File: config.mk
export PLATFORM = sky130hd
export DESIGN_NAME = lsu_rmw_2048
export DESIGN_NICKNAME = d
export VERILOG_FILES = /design/src/rtl/pinwheel_mem_pkg.sv /design/src/rtl/lsu_align_extract.sv /design/src/rtl/lsu_rmw_2048.sv
export SDC_FILE = /design/constraint.sdc
export NUM_CORES = 1
export LEC_CHECK = 0
export CORE_MARGIN = 10
export CORE_UTILIZATION = 40
export CTS_CLUSTER_DIAMETER = 30
export DETAILED_ROUTE_END_ITERATION = 8
export PLACE_DENSITY = 0.79
export REMOVE_ABC_BUFFERS = 1
export SETUP_SLACK_MARGIN = 0.3
export SYNTH_ARGS = -nofsm -noshare
export SYNTH_HDL_FRONTEND = slang
export SYNTH_HIERARCHICAL = 1
export SYNTH_SLANG_ARGS = --single-unit
export TNS_END_PERCENT = 20
File: constraint.sdc
create_clock -name clock -period 2.1 [get_ports clock]
set_clock_uncertainty 0.2 [all_clocks]
set_input_delay 0.315 -clock clock [delete_from_list [all_inputs] [get_ports clock]]
set_output_delay 0.315 -clock clock [all_outputs]
set_load 0.02 [all_outputs]
File: src/rtl/pinwheel_mem_pkg.sv
// Shared types and constants for the pinwheel 2048-byte data RAM and its load/store unit.
package pinwheel_mem_pkg;

    localparam int RAM_BYTES = 2048;
    localparam int ADDR_W    = 11;

    // Access size encoding; the unused code 2'd3 is handled as a word.
    typedef enum logic [1:0] {
        SIZE_B = 2'd0,
        SIZE_H = 2'd1,
        SIZE_W = 2'd2
    } lsu_size_t;

    typedef enum logic [1:0] {
        ST_IDLE  = 2'd0,
        ST_LOAD  = 2'd1,
        ST_MERGE = 2'd2,
        ST_RSP   = 2'd3
    } lsu_state_t;

endpackage

File: src/rtl/lsu_align_extract.sv
// Combinational byte/half/word handling: load extraction with extension, and the
// sub-word store merge that preserves the untouched bytes of the RAM word.
module lsu_align_extract
    import pinwheel_mem_pkg::*;
(
    input  logic [31:0] ld_data,
    input  logic [1:0]  ld_size,
    input  logic        ld_signed,
    output logic [31:0] ld_result,
    input  logic [31:0] st_old,
    input  logic [31:0] st_new,
    input  logic [1:0]  st_size,
    output logic [31:0] st_merged
);

    function automatic logic [31:0] extract(input logic [31:0] d, input logic [1:0] s,
                                            input logic sg);
        if (s == SIZE_B)
            return {{24{sg & d[7]}}, d[7:0]};
        else if (s == SIZE_H)
            return {{16{sg & d[15]}}, d[15:0]};
        else
            return d;
    endfunction

    function automatic logic [31:0] merge(input logic [31:0] old_w, input logic [31:0] new_w,
                                          input logic [1:0] s);
        if (s == SIZE_B)
            return {old_w[31:8], new_w[7:0]};
        else if (s == SIZE_H)
            return {old_w[31:16], new_w[15:0]};
        else
            return new_w;
    endfunction

    assign ld_result = extract(ld_data, ld_size, ld_signed);
    assign st_merged = merge(st_old, st_new, st_size);

endmodule

File: src/rtl/lsu_rmw_2048.sv
// Load/store front end for the 2048-byte rotated-lane data RAM: one request in flight,
// word stores written directly, byte/half stores done as read-modify-write.
module lsu_rmw_2048
    import pinwheel_mem_pkg::*;
#(
    parameter int ADDR_W = 11,
    parameter int DATA_W = 32
) (
    input  logic              clock,
    input  logic              reset_n,
    input  logic              req_valid,
    output logic              req_ready,
    input  logic              req_write,
    input  logic [1:0]        req_size,
    input  logic              req_signed,
    input  logic [ADDR_W-1:0] req_addr,
    input  logic [DATA_W-1:0] req_wdata,
    output logic              rsp_valid,
    output logic [DATA_W-1:0] rsp_rdata,
    output logic [ADDR_W-1:0] ram_raddr,
    output logic [ADDR_W-1:0] ram_waddr,
    output logic [DATA_W-1:0] ram_wdata,
    output logic              ram_wren,
    input  logic [DATA_W-1:0] ram_rdata
);

    lsu_state_t        state;
    logic [ADDR_W-1:0] addr_q;
    logic [1:0]        size_q;
    logic              signed_q;
    logic              write_q;
    logic [DATA_W-1:0] wdata_q;
    logic              accept;
    logic              req_is_word;
    logic [DATA_W-1:0] ld_result;
    logic [DATA_W-1:0] st_merged;

    // Handshake: a request transfers in the cycle req_valid & req_ready are both high;
    // the requester holds its fields stable until then, and rsp_valid is never stalled.
    assign req_ready   = (state == ST_IDLE) & reset_n;
    assign accept      = req_valid & req_ready;
    assign req_is_word = req_size[1];

    assign ram_raddr = (state == ST_IDLE) ? req_addr : addr_q;
    assign ram_waddr = ram_raddr;
    assign ram_wdata = (state == ST_MERGE) ? st_merged : req_wdata;
    // Reset gates the write so a MERGE cut short can never touch memory.
    assign ram_wren  = reset_n & ((accept & req_write & req_is_word) | (state == ST_MERGE));

    lsu_align_extract u_align (
        .ld_data   (ram_rdata),
        .ld_size   (size_q),
        .ld_signed (signed_q),
        .ld_result (ld_result),
        .st_old    (ram_rdata),
        .st_new    (wdata_q),
        .st_size   (size_q),
        .st_merged (st_merged)
    );

    always_ff @(posedge clock or negedge reset_n) begin
        if (!reset_n) begin
            state     <= ST_IDLE;
            rsp_valid <= 1'b0;
            rsp_rdata <= '0;
            addr_q    <= '0;
            size_q    <= '0;
            signed_q  <= 1'b0;
            write_q   <= 1'b0;
            wdata_q   <= '0;
        end else begin
            rsp_valid <= 1'b0;
            case (state)
                ST_IDLE: begin
                    if (accept) begin
                        addr_q   <= req_addr;
                        size_q   <= req_size;
                        signed_q <= req_signed;
                        write_q  <= req_write;
                        wdata_q  <= req_wdata;
                        if (!req_write) begin
                            state <= ST_LOAD;
                        end else if (req_is_word) begin
                            state     <= ST_RSP;
                            rsp_valid <= 1'b1;
                            rsp_rdata <= '0;
                        end else begin
                            state <= ST_MERGE;
                        end
                    end
                end
                ST_LOAD: begin
                    state     <= ST_RSP;
                    rsp_valid <= 1'b1;
                    rsp_rdata <= write_q ? '0 : ld_result;
                end
                ST_MERGE: begin
                    state     <= ST_RSP;
                    rsp_valid <= 1'b1;
                    rsp_rdata <= '0;
                end
                ST_RSP: begin
                    state <= ST_IDLE;
                end
                default: begin
                    state <= ST_IDLE;
                end
            endcase
        end
    end

endmodule

==> results of run 1 <==
-- cell type report --
cell class / instances / area [um^2]
Fill cell: 885 / 3686
Sequential cell: 82 / 2054
Clock buffer: 9 / 225.2
Inverter: 4 / 15.01
Multi-Input combinational cell: 311 / 2227
Clock inverter: 7 / 93.84
Timing Repair Buffer: 243 / 2459
Tap cell: 140 / 175.2
-- kinds of logic (layout without fill, tap and decap cells) --
kind of cell | after synthesis | count (layout) | share of synthesized area (%)
compound gates | 64 | 64 | 11.30
fa+ha+maj | 4 | 4 | 1.111
buf+inv | 62 | 263 | 9.078
flops | 82 | 82 | 45.53
mux | 68 | 68 | 17.24
simple gates | 175 | 175 | 15.74
-- per-stage QoR --
| step | hold WS, ps | TNS, ps |
|---|---|---|
| floorplan | -180.6 | -45340 |
| global placement | 113.8 | -13910 |
| detailed placement | 109.7 | -15020 |
| CTS | 198.5 | -7993 |
| global route | 213.5 | -13070 |
| finish | 142.3 | -10690 |
-- cell usage after synthesis, drive strengths merged, types with 2 or more instances --
library cell,count
a21oi,2
a22o,32
buf,45
clkbuf,13
dfrtp,82
ha,4
inv,4
mux2,67
nand2,165
nand3,2
nor2,2
o21ai,26
-- power by group --
group	switching [uW]	internal (uW)	total, uW
Clock	652	1040	1690
Combinational	3440	3670	7110
Sequential	408	2260	2660
-- layer usage --
metal  up-vias  part of all wire [%]  GRT usage [%]
li1       1899                     -              -
met1      2008                    41          21.87
met2       160                    49          30.50
met3        21                   8.5          6.250
met4         0                   1.8          5.894
met5         -                     0              0
-- final timing paths --
kind	cells after the start	from	slack [ps]	endpoint
max in group asynchronous	4	reset_n	750	state[1]
min in group clock	2	wdata_q[22]	270	wdata_q[22]
worst max register to register	8	state[0]	30	rsp_rdata[7]
worst min register to register	2	wdata_q[22]	270	wdata_q[22]
worst max-delay path	7	state[0]	-320	ram_wdata[11]
worst min-delay path	3	reset_n	140	wdata_q[19]
-- repair_timing --
item / CTS / global route
hold buffers: 2 / 0
resized for setup: 320 / 70
endpoints found under the hold margin: 12 / 0
gates cloned: 2 / 3
endpoints found under the setup margin: 169 / 136
buffers inserted: 11 / 12
pin swaps: 34 / 24
-- state kept, by name, indices dropped and copies added, names as in the netlist --
register	count
addr_q	11
state	2
rsp_valid	1
signed_q	1
rsp_rdata	32
wdata_q	32
size_q	2
write_q	1
-- tightest hold or removal path, delay by kind of cell --
family | cells | cell delay [ps]
buf+inv | 3 | 870
-- placed cells by master, fill, tap and decap left out, types with 4 or more instances in the layout --
| cell | netlist | final |
|---|---|---|
| a22o_1 | 32 | 32 |
| buf_12 | 1 | 15 |
| buf_2 | 8 | 22 |
| buf_4 | 28 | 44 |
| buf_6 | 6 | 40 |
| clkbuf_16 | 0 | 12 |
| clkdlybuf4s50_1 | 0 | 80 |
| dfrtp_1 | 82 | 80 |
| dlygate4sd2_1 | 0 | 33 |
| mux2_1 | 5 | 4 |
| mux2_2 | 62 | 28 |
| mux2_4 | 0 | 35 |
| nand2_1 | 165 | 165 |
| o21ai_0 | 16 | 14 |
| o21ai_2 | 10 | 10 |
==> impl_metrics.json, run 1 <==
{
  "outcome": "complete, but fails checks",
  "violations": "setup timing",
  "hpwl_mm": 10.38,
  "antenna_found_initial": 0,
  "crit_arrival_ps": 1910,
  "cts_root_buf": "clkbuf_16",
  "cts_tree": "built",
  "rsz0062_at_grt": "yes",
  "die_w_um": 126.1,
  "slew_headroom_pct": 46.76,
  "die-area_um2": 15910,
  "layout.cells.non_filler": 796,
  "area_delta_synth_final_pct": 60.86,
  "wirelength_mm": 15.45,
  "syn_area_um2": 4507,
  "synth.area.top_cells": "dfrtp_1, mux2_2, nand2_1, a22o_1, buf_4",
  "layout-drive-gt1-share_pct": 35.37,
  "antennaDiodeCount": 0,
  "final_cell_area_um2": 7249,
  "period_needed_ps": 2423,
  "synth_top_area_share_pct": 45.53,
  "setup_viol": 55,
  "static-leakage-power_uw": 0.003678,
  "track_usage_pct": 18.37,
  "viasPerCell": 5.136,
  "hp-class": "in2async",
  "clk_pin_slew_worst_paths_ps": 60,
  "syn_inst": 455,
  "fin_ws_ps": -322.6,
  "clkLatencyLatePin_ps": 330,
  "maxCapViolations": 0,
  "crit_fanout": 5,
  "crit_chain": "inv_2 -> ha_4 -> buf_12 -> buf_16 -> clkbuf_4 -> mux2_4 -> buf_6",
  "grt_pass1_vias": 4362,
  "drtAntennaViolNets": 0,
  "start_kind": "register",
  "io_pins": 171,
  "yosysTopAreaCell": "dfrtp_1",
  "p_total_uw": 11460,
  "cp_slowest_stage_delay_ps": 410,
  "synth_cell_types": 30,
  "grt_remaining_overflow": 0,
  "critical_path_class": "reg2out",
  "synth_seq_cells": 82,
  "yosysSeqAreaShare_pct": 45.53,
  "grt_pass1_wl_mm": 23.83,
  "htreeDepth": 3,
  "rows": 38,
  "critPathRequiredTime_ps": 1580,
  "yosys_warnings": 6,
  "cp_top_family": "buffers and inverters",
  "cts_buffers": 9,
  "dr.pass1.iters": 4,
  "hold_viol": 0,
  "io_buffers": 170,
  "drtIter0Drc": 323,
  "coreArea_um2": 10940,
  "placed_cells": 750,
  "initial_utilization_pct": 41.21,
  "cp_num_buf_inv": 5,
  "dp_slack_ps": -285.1,
  "place_area_um2": 6420,
  "wl_per_cell_um": 19.41,
  "finalCritPeriodShare_pct": 115.4,
  "vias": 4088,
  "finalMaxSlewViolations": 0,
  "drc": 0,
  "end_kind": "output port",
  "synth_edf_count": 0,
  "cts.sinks": 82,
  "synthArstFlopShare_pct": 100.0,
  "p_per_area_nw_per_um2": 1581,
  "fmax_ghz": 0.4128,
  "gp_congestion": 0.7817,
  "slowest_stage": "dfrtp_1",
  "syn_area_per_cell_um2": 9.905,
  "tightest_slew_ps": 798.6,
  "post-route-util_pct": 66.29,
  "fin_nets": 737,
  "clk_path_buf_depth": 2,
  "die_h_um": 126.1,
  "grt_max_degree": 61,
  "synthFlopType": "dfrtp_1",
  "vdd_drop_max_mv": 0.9342
}
Note: power is estimated with default switching activity, not from simulation.
==> run 2: changes to the inputs <==
--- a/config.mk
+++ b/config.mk
@@ -5,10 +5,10 @@
 export SDC_FILE = /design/constraint.sdc
 export NUM_CORES = 1
 export LEC_CHECK = 0
-export CORE_MARGIN = 10
 export CORE_UTILIZATION = 40
 export CTS_CLUSTER_DIAMETER = 30
 export DETAILED_ROUTE_END_ITERATION = 8
+export GPL_ROUTABILITY_DRIVEN = 0
 export PLACE_DENSITY = 0.79
 export REMOVE_ABC_BUFFERS = 1
 export SETUP_SLACK_MARGIN = 0.3
==> constraint.sdc (replaced) <==
create_clock -name clock -period 2.1 [get_ports clock]
set_clock_uncertainty 0.2 [all_clocks]
set_input_delay 0.315 -clock clock [delete_from_list [all_inputs] [get_ports clock]]
set_output_delay 0.315 -clock clock [all_outputs]
set_load 0.005 [all_outputs]
==> impl_metrics.json, run 2 (synthesis results as in run 1) <==
{
  "outcome": "complete, but fails checks",
  "violations": "setup timing",
  "maxCapViolations": 0,
  "rr_startpoint": "state[0]",
  "htreeDepth": 3,
  "wirelength_mm": 14.00,
  "track_usage_pct": 24.29,
  "cts_tree": "built",
  "end_kind": "output port",
  "drtIter0Drc": 194,
  "final_common_cell": "nand2_1",
  "finalCritPeriodShare_pct": 114.6,
  "initial_utilization_pct": 41.39,
  "drtAntennaViolNets": 0,
  "p_total_uw": 10500,
  "rr_endpoint": "rsp_rdata[0]",
  "period_needed_ps": 2406,
  "grt_pass1_wl_mm": 21.78,
  "crit_fanout": 7,
  "fmax_ghz": 0.4157,
  "cp_top_family": "buffers and inverters",
  "wl_per_cell_um": 17.31,
  "cts.sinks": 82,
  "hpwl_mm": 9.071,
  "setup_viol": 56,
  "crit_arrival_ps": 1890,
  "slew_headroom_pct": 64.45,
  "cts_buffers": 9,
  "cts_root_buf": "clkbuf_8",
  "reg_top3": "rsp_rdata x32, wdata_q x32, addr_q x11",
  "antennaDiodeCount": 0,
  "rsz0062_at_grt": "yes",
  "drc": 0,
  "ff2ff_path_depth": 7,
  "die-area_um2": 11700,
  "grt_max_degree": 48,
  "place_area_um2": 6410,
  "cp_num_buf_inv": 6,
  "dr.pass1.iters": 4,
  "rows": 38,
  "static-leakage-power_uw": 0.003685,
  "cp_slowest_stage_delay_ps": 400,
  "critical_path_class": "reg2out",
  "grt_pass1_vias": 4328,
  "vias": 4157,
  "vdd_drop_max_mv": 0.6906,
  "io_pins": 171,
  "final_cell_area_um2": 7361,
  "die_h_um": 108.1,
  "post-route-util_pct": 67.61,
  "grt_remaining_overflow": 0,
  "placed_cells": 752,
  "clk_pin_slew_worst_paths_ps": 90,
  "viasPerCell": 5.138,
  "hp-class": "in2async",
  "crit_cells": 8,
  "finalMaxSlewViolations": 0,
  "fin_ws_ps": -305.6,
  "hold_viol": 0,
  "io_buffers": 170,
  "clk_path_buf_depth": 2,
  "die_w_um": 108.1,
  "critPathRequiredTime_ps": 1580,
  "area_delta_synth_final_pct": 63.33,
  "p_per_area_nw_per_um2": 1426,
  "start_kind": "register",
  "slowest_stage": "dfrtp_1",
  "antenna_found_initial": 0,
  "rrSetupSlack_ps": 110,
  "clkLatencyLatePin_ps": 350,
  "crit_chain": "inv_2 -> buf_6 -> ha_4 -> buf_12 -> buf_12 -> buf_8 -> mux2_4 -> buf_6",
  "layout.cells.non_filler": 809,
  "final_cell_mix": "nand2_1, clkdlybuf4s50_1, dfrtp_1",
  "coreArea_um2": 10890,
  "layout-drive-gt1-share_pct": 36.17,
  "tightest_slew_ps": 533.2,
  "fin_nets": 751
}
-- run 2: cell count changes in the layout (fill, tap and decap cells not counted), moves of 4 or more --
cell             change
mux2_2              -17
clkbuf_8             +9
clkbuf_16           -12
dlymetal6s2s_1       +4
buf_6               +17
clkdlybuf4s50_1     +29
dlygate4sd2_1       -33
buf_2               -19
clkbuf_2            +20
mux2_4              +17
-- run 2: layout make-up --
class,count,area [um^2]
clock buffers,11,131.4
fillers,821,3527
inverters,4,15.01
well taps,140,175.2
clock inverters,4,53.80
repair buffers,257,2656
flip-flops and latches,82,2054
multi-input cells,311,2275
-- run 2: how the worst max path moves through the flow --
stage,start,end,slack (ps)
floorplan,state[0],state[0],-870
global placement,ram_rdata[22],ram_wdata[22],-190
detailed placement,ram_rdata[22],ram_wdata[22],-190
CTS,state[0],ram_wdata[28],-300
global route,state[0],ram_wdata[28],-360
finish,state[0],ram_wdata[28],-310
-- run 2: where the power goes --
group          switching [uW]  internal, uW  total [uW]
logic                    2590          4080        6670
registers                 458          2250        2710
clock network             570           547        1120
total                    3620          6880       10500
-- run 2: worst reg2reg max path, stage by stage, from the launching register on --
cell	delay, ps
dfrtp_1	370
inv_2	60
buf_12	120
ha_4	170
buf_4	160
a2111oi_4	460
buf_12	220
a22o_1	160
-- run 2: per-stage QoR --
step	hold WS, ps	TNS [ps]	setup WS [ps]
global placement	73.41	-7257	-186.8
floorplan	-180.6	-43400	-865.2
detailed placement	80.35	-7980	-194.9
finish	127.3	-11440	-305.6
CTS	281.5	-13910	-300.1
global route	171.6	-14520	-360.3
-- run 2: per-layer routing --
metal | vias to the layer above | track usage, % | routed length (um)
li1 | 1924 | - | -
met1 | 2012 | 29.85 | 5804
met2 | 192 | 42.04 | 7013
met3 | 29 | 4.219 | 826
met4 | 0 | 9.883 | 359
met5 | - | 0 | 0
-- run 2: repair_timing --
item                       4_1_cts  5_1_grt
setup buffers                   36        1
resized for setup              299       45
pin swaps                       29       23
setup endpoints to repair      135      130
hold endpoints to repair        45        4
hold buffers                     1        1
cloned                           3        0
